**src/rtl/turn_stalk_conditioner.sv**
```systemverilog
// Turn-stalk conditioner: synchronizes and debounces the raw left/right stalk
// contacts, then runs a hold/comfort/conflict FSM. The FSM drives mutually
// exclusive turn requests for the rear-lamp sequencer.
module turn_stalk_conditioner #(
  parameter int TICK_DIV    = 50000,
  parameter int DEBOUNCE_MS = 20,
  parameter int TAP_MS      = 500,
  parameter int COMFORT_MS  = 3000
) (
  input  logic clock,
  input  logic reset,
  input  logic stalk_left_raw,
  input  logic stalk_right_raw,
  output logic sign_left,
  output logic sign_right,
  output logic comfort_active,
  output logic conflict
);

  localparam int TICK_W  = (TICK_DIV > 1) ? $clog2(TICK_DIV) : 1;
  localparam int DEB_W   = $clog2(DEBOUNCE_MS + 1);
  localparam int TMAX    = (TAP_MS > COMFORT_MS) ? TAP_MS : COMFORT_MS;
  localparam int TIMER_W = $clog2(TMAX + 1);

  typedef enum logic [2:0] {
    IDLE,
    LEFT_HOLD,
    LEFT_COMFORT,
    RIGHT_HOLD,
    RIGHT_COMFORT,
    CONFLICT
  } state_t;

  logic [TICK_W-1:0]  tick_cnt_reg;
  logic               tick;
  logic [1:0]         raw;
  logic [1:0]         deb;
  logic               dl;
  logic               dr;
  state_t             state_reg;
  state_t             state_next;
  logic [TIMER_W-1:0] timer_reg;

  assign raw  = {stalk_right_raw, stalk_left_raw};
  assign dl   = deb[0];
  assign dr   = deb[1];
  assign tick = (tick_cnt_reg == TICK_W'(TICK_DIV - 1));

  // 1 ms tick generator: counts 0..TICK_DIV-1 and wraps on the tick clock
  always_ff @(posedge clock or posedge reset) begin
    if (reset)     tick_cnt_reg <= '0;
    else if (tick) tick_cnt_reg <= '0;
    else           tick_cnt_reg <= tick_cnt_reg + 1'b1;
  end

  // One synchronizer + debouncer per contact (bit 0 = left, bit 1 = right)
  for (genvar gi = 0; gi < 2; gi++) begin : g_deb
    logic             sync1_reg;
    logic             sync2_reg;
    logic             deb_reg;
    logic [DEB_W-1:0] cnt_reg;

    // Two-flop sync, then flip the debounced level after DEBOUNCE_MS ticks of disagreement
    always_ff @(posedge clock or posedge reset) begin
      if (reset) begin
        sync1_reg <= 1'b0;
        sync2_reg <= 1'b0;
        deb_reg   <= 1'b0;
        cnt_reg   <= '0;
      end else begin
        sync1_reg <= raw[gi];
        sync2_reg <= sync1_reg;
        if (sync2_reg == deb_reg) begin
          cnt_reg <= '0;
        end else if (tick) begin
          if (cnt_reg == DEB_W'(DEBOUNCE_MS - 1)) begin
            deb_reg <= sync2_reg;
            cnt_reg <= '0;
          end else begin
            cnt_reg <= cnt_reg + 1'b1;
          end
        end
      end
    end

    assign deb[gi] = deb_reg;
  end

  // State register
  always_ff @(posedge clock or posedge reset) begin
    if (reset) state_reg <= IDLE;
    else       state_reg <= state_next;
  end

  // Shared timer: cleared on every state entry, counts ticks, saturates at TMAX
  always_ff @(posedge clock or posedge reset) begin
    if (reset)                                   timer_reg <= '0;
    else if (state_next != state_reg)            timer_reg <= '0;
    else if (tick && timer_reg != TIMER_W'(TMAX)) timer_reg <= timer_reg + 1'b1;
  end

  // Next-state logic; an opposite contact or both contacts always win over timeouts
  always_comb begin
    state_next = state_reg;
    case (state_reg)
      IDLE: begin
        if (dl && dr)  state_next = CONFLICT;
        else if (dl)   state_next = LEFT_HOLD;
        else if (dr)   state_next = RIGHT_HOLD;
      end
      LEFT_HOLD: begin
        if (dr)        state_next = CONFLICT;
        else if (!dl)  state_next = (timer_reg < TIMER_W'(TAP_MS)) ? LEFT_COMFORT : IDLE;
      end
      LEFT_COMFORT: begin
        if (dl && dr)  state_next = CONFLICT;
        else if (dl)   state_next = LEFT_HOLD;
        else if (dr)   state_next = RIGHT_HOLD;
        else if (timer_reg == TIMER_W'(COMFORT_MS)) state_next = IDLE;
      end
      RIGHT_HOLD: begin
        if (dl)        state_next = CONFLICT;
        else if (!dr)  state_next = (timer_reg < TIMER_W'(TAP_MS)) ? RIGHT_COMFORT : IDLE;
      end
      RIGHT_COMFORT: begin
        if (dl && dr)  state_next = CONFLICT;
        else if (dr)   state_next = RIGHT_HOLD;
        else if (dl)   state_next = LEFT_HOLD;
        else if (timer_reg == TIMER_W'(COMFORT_MS)) state_next = IDLE;
      end
      CONFLICT: begin
        if (!dl && !dr) state_next = IDLE;
      end
      default: state_next = IDLE;
    endcase
  end

  // Output decode from the registered state only, so requests never glitch
  always_comb begin
    sign_left      = 1'b0;
    sign_right     = 1'b0;
    comfort_active = 1'b0;
    conflict       = 1'b0;
    case (state_reg)
      LEFT_HOLD:     sign_left = 1'b1;
      LEFT_COMFORT:  begin sign_left = 1'b1; comfort_active = 1'b1; end
      RIGHT_HOLD:    sign_right = 1'b1;
      RIGHT_COMFORT: begin sign_right = 1'b1; comfort_active = 1'b1; end
      CONFLICT:      conflict = 1'b1;
      default:       ;
    endcase
  end

endmodule

```
**config.mk**
```make
export PLATFORM = sky130hd
export DESIGN_NAME = turn_stalk_conditioner
export DESIGN_NICKNAME = d
export VERILOG_FILES = /design/src/rtl/turn_stalk_conditioner.sv
export SDC_FILE = /design/constraint.sdc
export NUM_CORES = 1
export LEC_CHECK = 0
export BUFFER_PORTS_ARGS = -buffer_cell sky130_fd_sc_hd__buf_2
export CORE_MARGIN = 1.5
export CORE_UTILIZATION = 38
export CTS_CLUSTER_DIAMETER = 150
export DETAILED_ROUTE_END_ITERATION = 6
export GPL_ROUTABILITY_DRIVEN = 0
export SLEW_MARGIN = 20
export SYNTH_ARGS = -nofsm -noshare
export SYNTH_HDL_FRONTEND = slang
export SYNTH_SLANG_ARGS = --single-unit
```
**constraint.sdc**
```tcl
create_clock -name clock -period 3.9 [get_ports clock]
set_input_delay 0.78 -clock clock [delete_from_list [all_inputs] [get_ports clock]]
set_output_delay 0.78 -clock clock [all_outputs]
set_load 0.05 [all_outputs]
```
==> reports/metrics.cfg <==
[sta]
relSlewSlack_pct=44.3
skew_ns=0.00811
hold_viol=0
fin_ws_ns=1.44
slew_violations=0
setup_viol=0
max_freq_ghz=0.407
worst_pin_slew_ns=0.833
period_minus_slack_ns=2.46
rsz0062_at_grt=false
period_share_pct=63.0
fin_hold_ws_ns=0.351
fin_tns_setup_ns=0

[clock_network]
cts.sink_count=47
cts_buffers=5
cts_root_buffer=clkbuf_8
clk_path_buf_depth=2
clk_latency_ns=0.30
cts_tree=yes
clk_pin_slew_ns=0.09
hold_buffers=0
cts_htree_levels=2
post_cts_buffers=0
cts_resized=0

[worst_setup_path]
critical_path_required_ns=4.12
rrSetupSlack_ns=1.44
cp-start-kind=register
critPathCapture=timer_reg[2]
timing.rr.end=timer_reg[2]
crit_fanout=20
critPathCaptureType=register
crit_type=reg -> reg
r2r_cells=5
startpoint=tick_cnt_reg[0]
cp_data_arrival_time_ns=2.68
worstReg2RegStart=tick_cnt_reg[0]

[drt]
drt_first_pass_iters=4
vias_per_cell=5.28
ant_nets=0
drc=0
drt_iter0_markers=76
num_vias=1800
wl_per_cell_um=12.4
routed_wl_um=4240

[synth]
synth_top_area_share_pct=47.4
syn-cell-area_um2=2480
synth.most_common_cell=dfrtp_1
muxShareOfSynthArea_pct=0.907
ys_top_cells_by_area=dfrtp_1 (47%), xnor2_1 (6.3%), nor2_1 (5.4%)
yosysUniqueCellTypes=38
synth_fa_ha_area_share_pct=2.92
synth-compound-area-share_pct=7.66
async_reset_ff_share_pct=100
synth_simple_gate_area_share_pct=27.2
syn_avg_cell_area_um2=9.52
synth_ff_type=dfrtp_1
synth_top_area_cell=dfrtp_1
synth_common_cells=dfrtp_1 (47), nor2_1 (36), nand2_1 (20)
synth_edf_count=0
synth_xor_area_share_pct=10.6
synth_top_family_by_area=simple AND/OR/NAND/NOR gates
ys.warnings.count=0
syn_inst=261
ys_seq_area_share_pct=47.4
syn-num-nets=270
ys_ff_latch=47

[final_layout]
syn2layout_area_growth_pct=6.85
layout-drive-gt1-share_pct=8.71
antenna_cells=0
largest_reg_flops=16
stdcell_count=341
nets=272

[floorplanning]
die_x_um=83.8
die_area_um2=7030
row_count=29
ioPinCount=8
core_area_um2=6350
start_util_pct=39.1
die_h_um=83.8

[power]
p_per_area_nw_per_um2=309
p_sw_uw=166
netSwitchingFraction_pct=20.3
clkPwrFrac_pct=38.6
peakVddDrop_uv=140
finalPower_uw=819
intPower_uw=653
leakagePower_uw=0.00118
seq_power_share_pct=59.8
combPwrFrac_pct=1.6

[flow_run]
drv_cap=0

[global_route]
grt_use_met2_pct=18.7
antenna_found_initial=0
grtUsageMet1_pct=18.4
grt_use_met3_pct=3.26
grt_pass1_vias=1620
top_usage_layer=met2
grtUsageTotal_pct=13.0
grt_pass1_wl_um=7390
grt_max_degree=48
grt_overflow=0

[outcome]
outcome=finished, final reports clean

[worst_hold_path]
hold_path_class=reg -> reg

[placement]
place_hpwl_um=2830
portBuffers=7
post-place-ws_ns=1.45
numPlacedInstances=333

layout make-up:
cell class / count / area (µm²)
clock buffer: 8 / 100
timing repair buffer: 7 / 35.0
sequential: 47 / 1180
fill: 616 / 3700
multi-input combinational: 196 / 1220
tap: 77 / 96.3
inverter: 6 / 23.8
cells in the final DEF (no fill, tap or decap), types with 2 or more instances in the layout:
master	count
dfrtp_1	47
nor2_1	36
nand2_1	20
xnor2_1	18
nor3_1	14
a21oi_1	12
xor2_1	12
nand3_1	12
o21ai_0	12
nand4_1	8
nor2b_1	8
clkbuf_8	7
buf_2	7
and3_1	6
inv_1	5
ha_1	5
and2_1	3
and4b_1	3
nor4_2	3
and4bb_1	2
or3_1	2
nand3b_1	2
a31oi_1	2
a22o_1	2
mux2_2	2
routing by layer:
layer | wire length [µm] | vias up | share of wire [%]
li1 | - | 911 | -
met4 | 78 | 0 | 1.8
met1 | 2270 | 864 | 53
met5 | 0 | - | 0
met3 | 110 | 7 | 2.6
met2 | 1790 | 18 | 42
through the flow:
step                util, %  area [µm²]
finish                 41.8        2650
floorplan                 -        2480
global placement       40.2        2550
detailed placement     40.2        2550
CTS                    41.8        2650
global route           41.8        2650
worst min-delay path by stage:
stage | from | to | slack (ns) | cells after the start
CTS | g_deb[1].sync1_reg | g_deb[1].sync2_reg | 0.36 | 0
floorplan | g_deb[0].sync1_reg | g_deb[0].sync2_reg | 0.33 | 0
detailed placement | g_deb[1].sync1_reg | g_deb[1].sync2_reg | 0.34 | 0
global route | g_deb[0].sync1_reg | g_deb[0].sync2_reg | 0.38 | 0
global placement | g_deb[0].sync1_reg | g_deb[0].sync2_reg | 0.34 | 0
finish | g_deb[1].sync1_reg | g_deb[1].sync2_reg | 0.35 | 0
power groups by stage:
stage	registers (µW)	clock network [µW]	logic, µW
3_3_place_gp	500	0	14.1
2_1_floorplan	499	0	8.87
5_1_grt	490	352	15.4
6_report	490	316	12.9
4_1_cts	490	335	14.0
3_5_place_dp	500	0	13.9
critical path, stage by stage, from the launching register on:
cell and delay, ns:
dfrtp_1 0.39, ha_1 0.21, and3_1 0.25, nand4_1 0.67, or4_1 0.73, a21oi_1 0.13
logic make-up after synthesis:
family / count (synthesis)
multiplexers: 2
AO/OA/AOI/OAI: 33
buffers and inverters: 18
flip-flops: 47
adder cells (fa/ha/maj): 6
AND/OR/NAND/NOR: 125
XOR/XNOR: 30
Power figures use the tool's default switching activity.
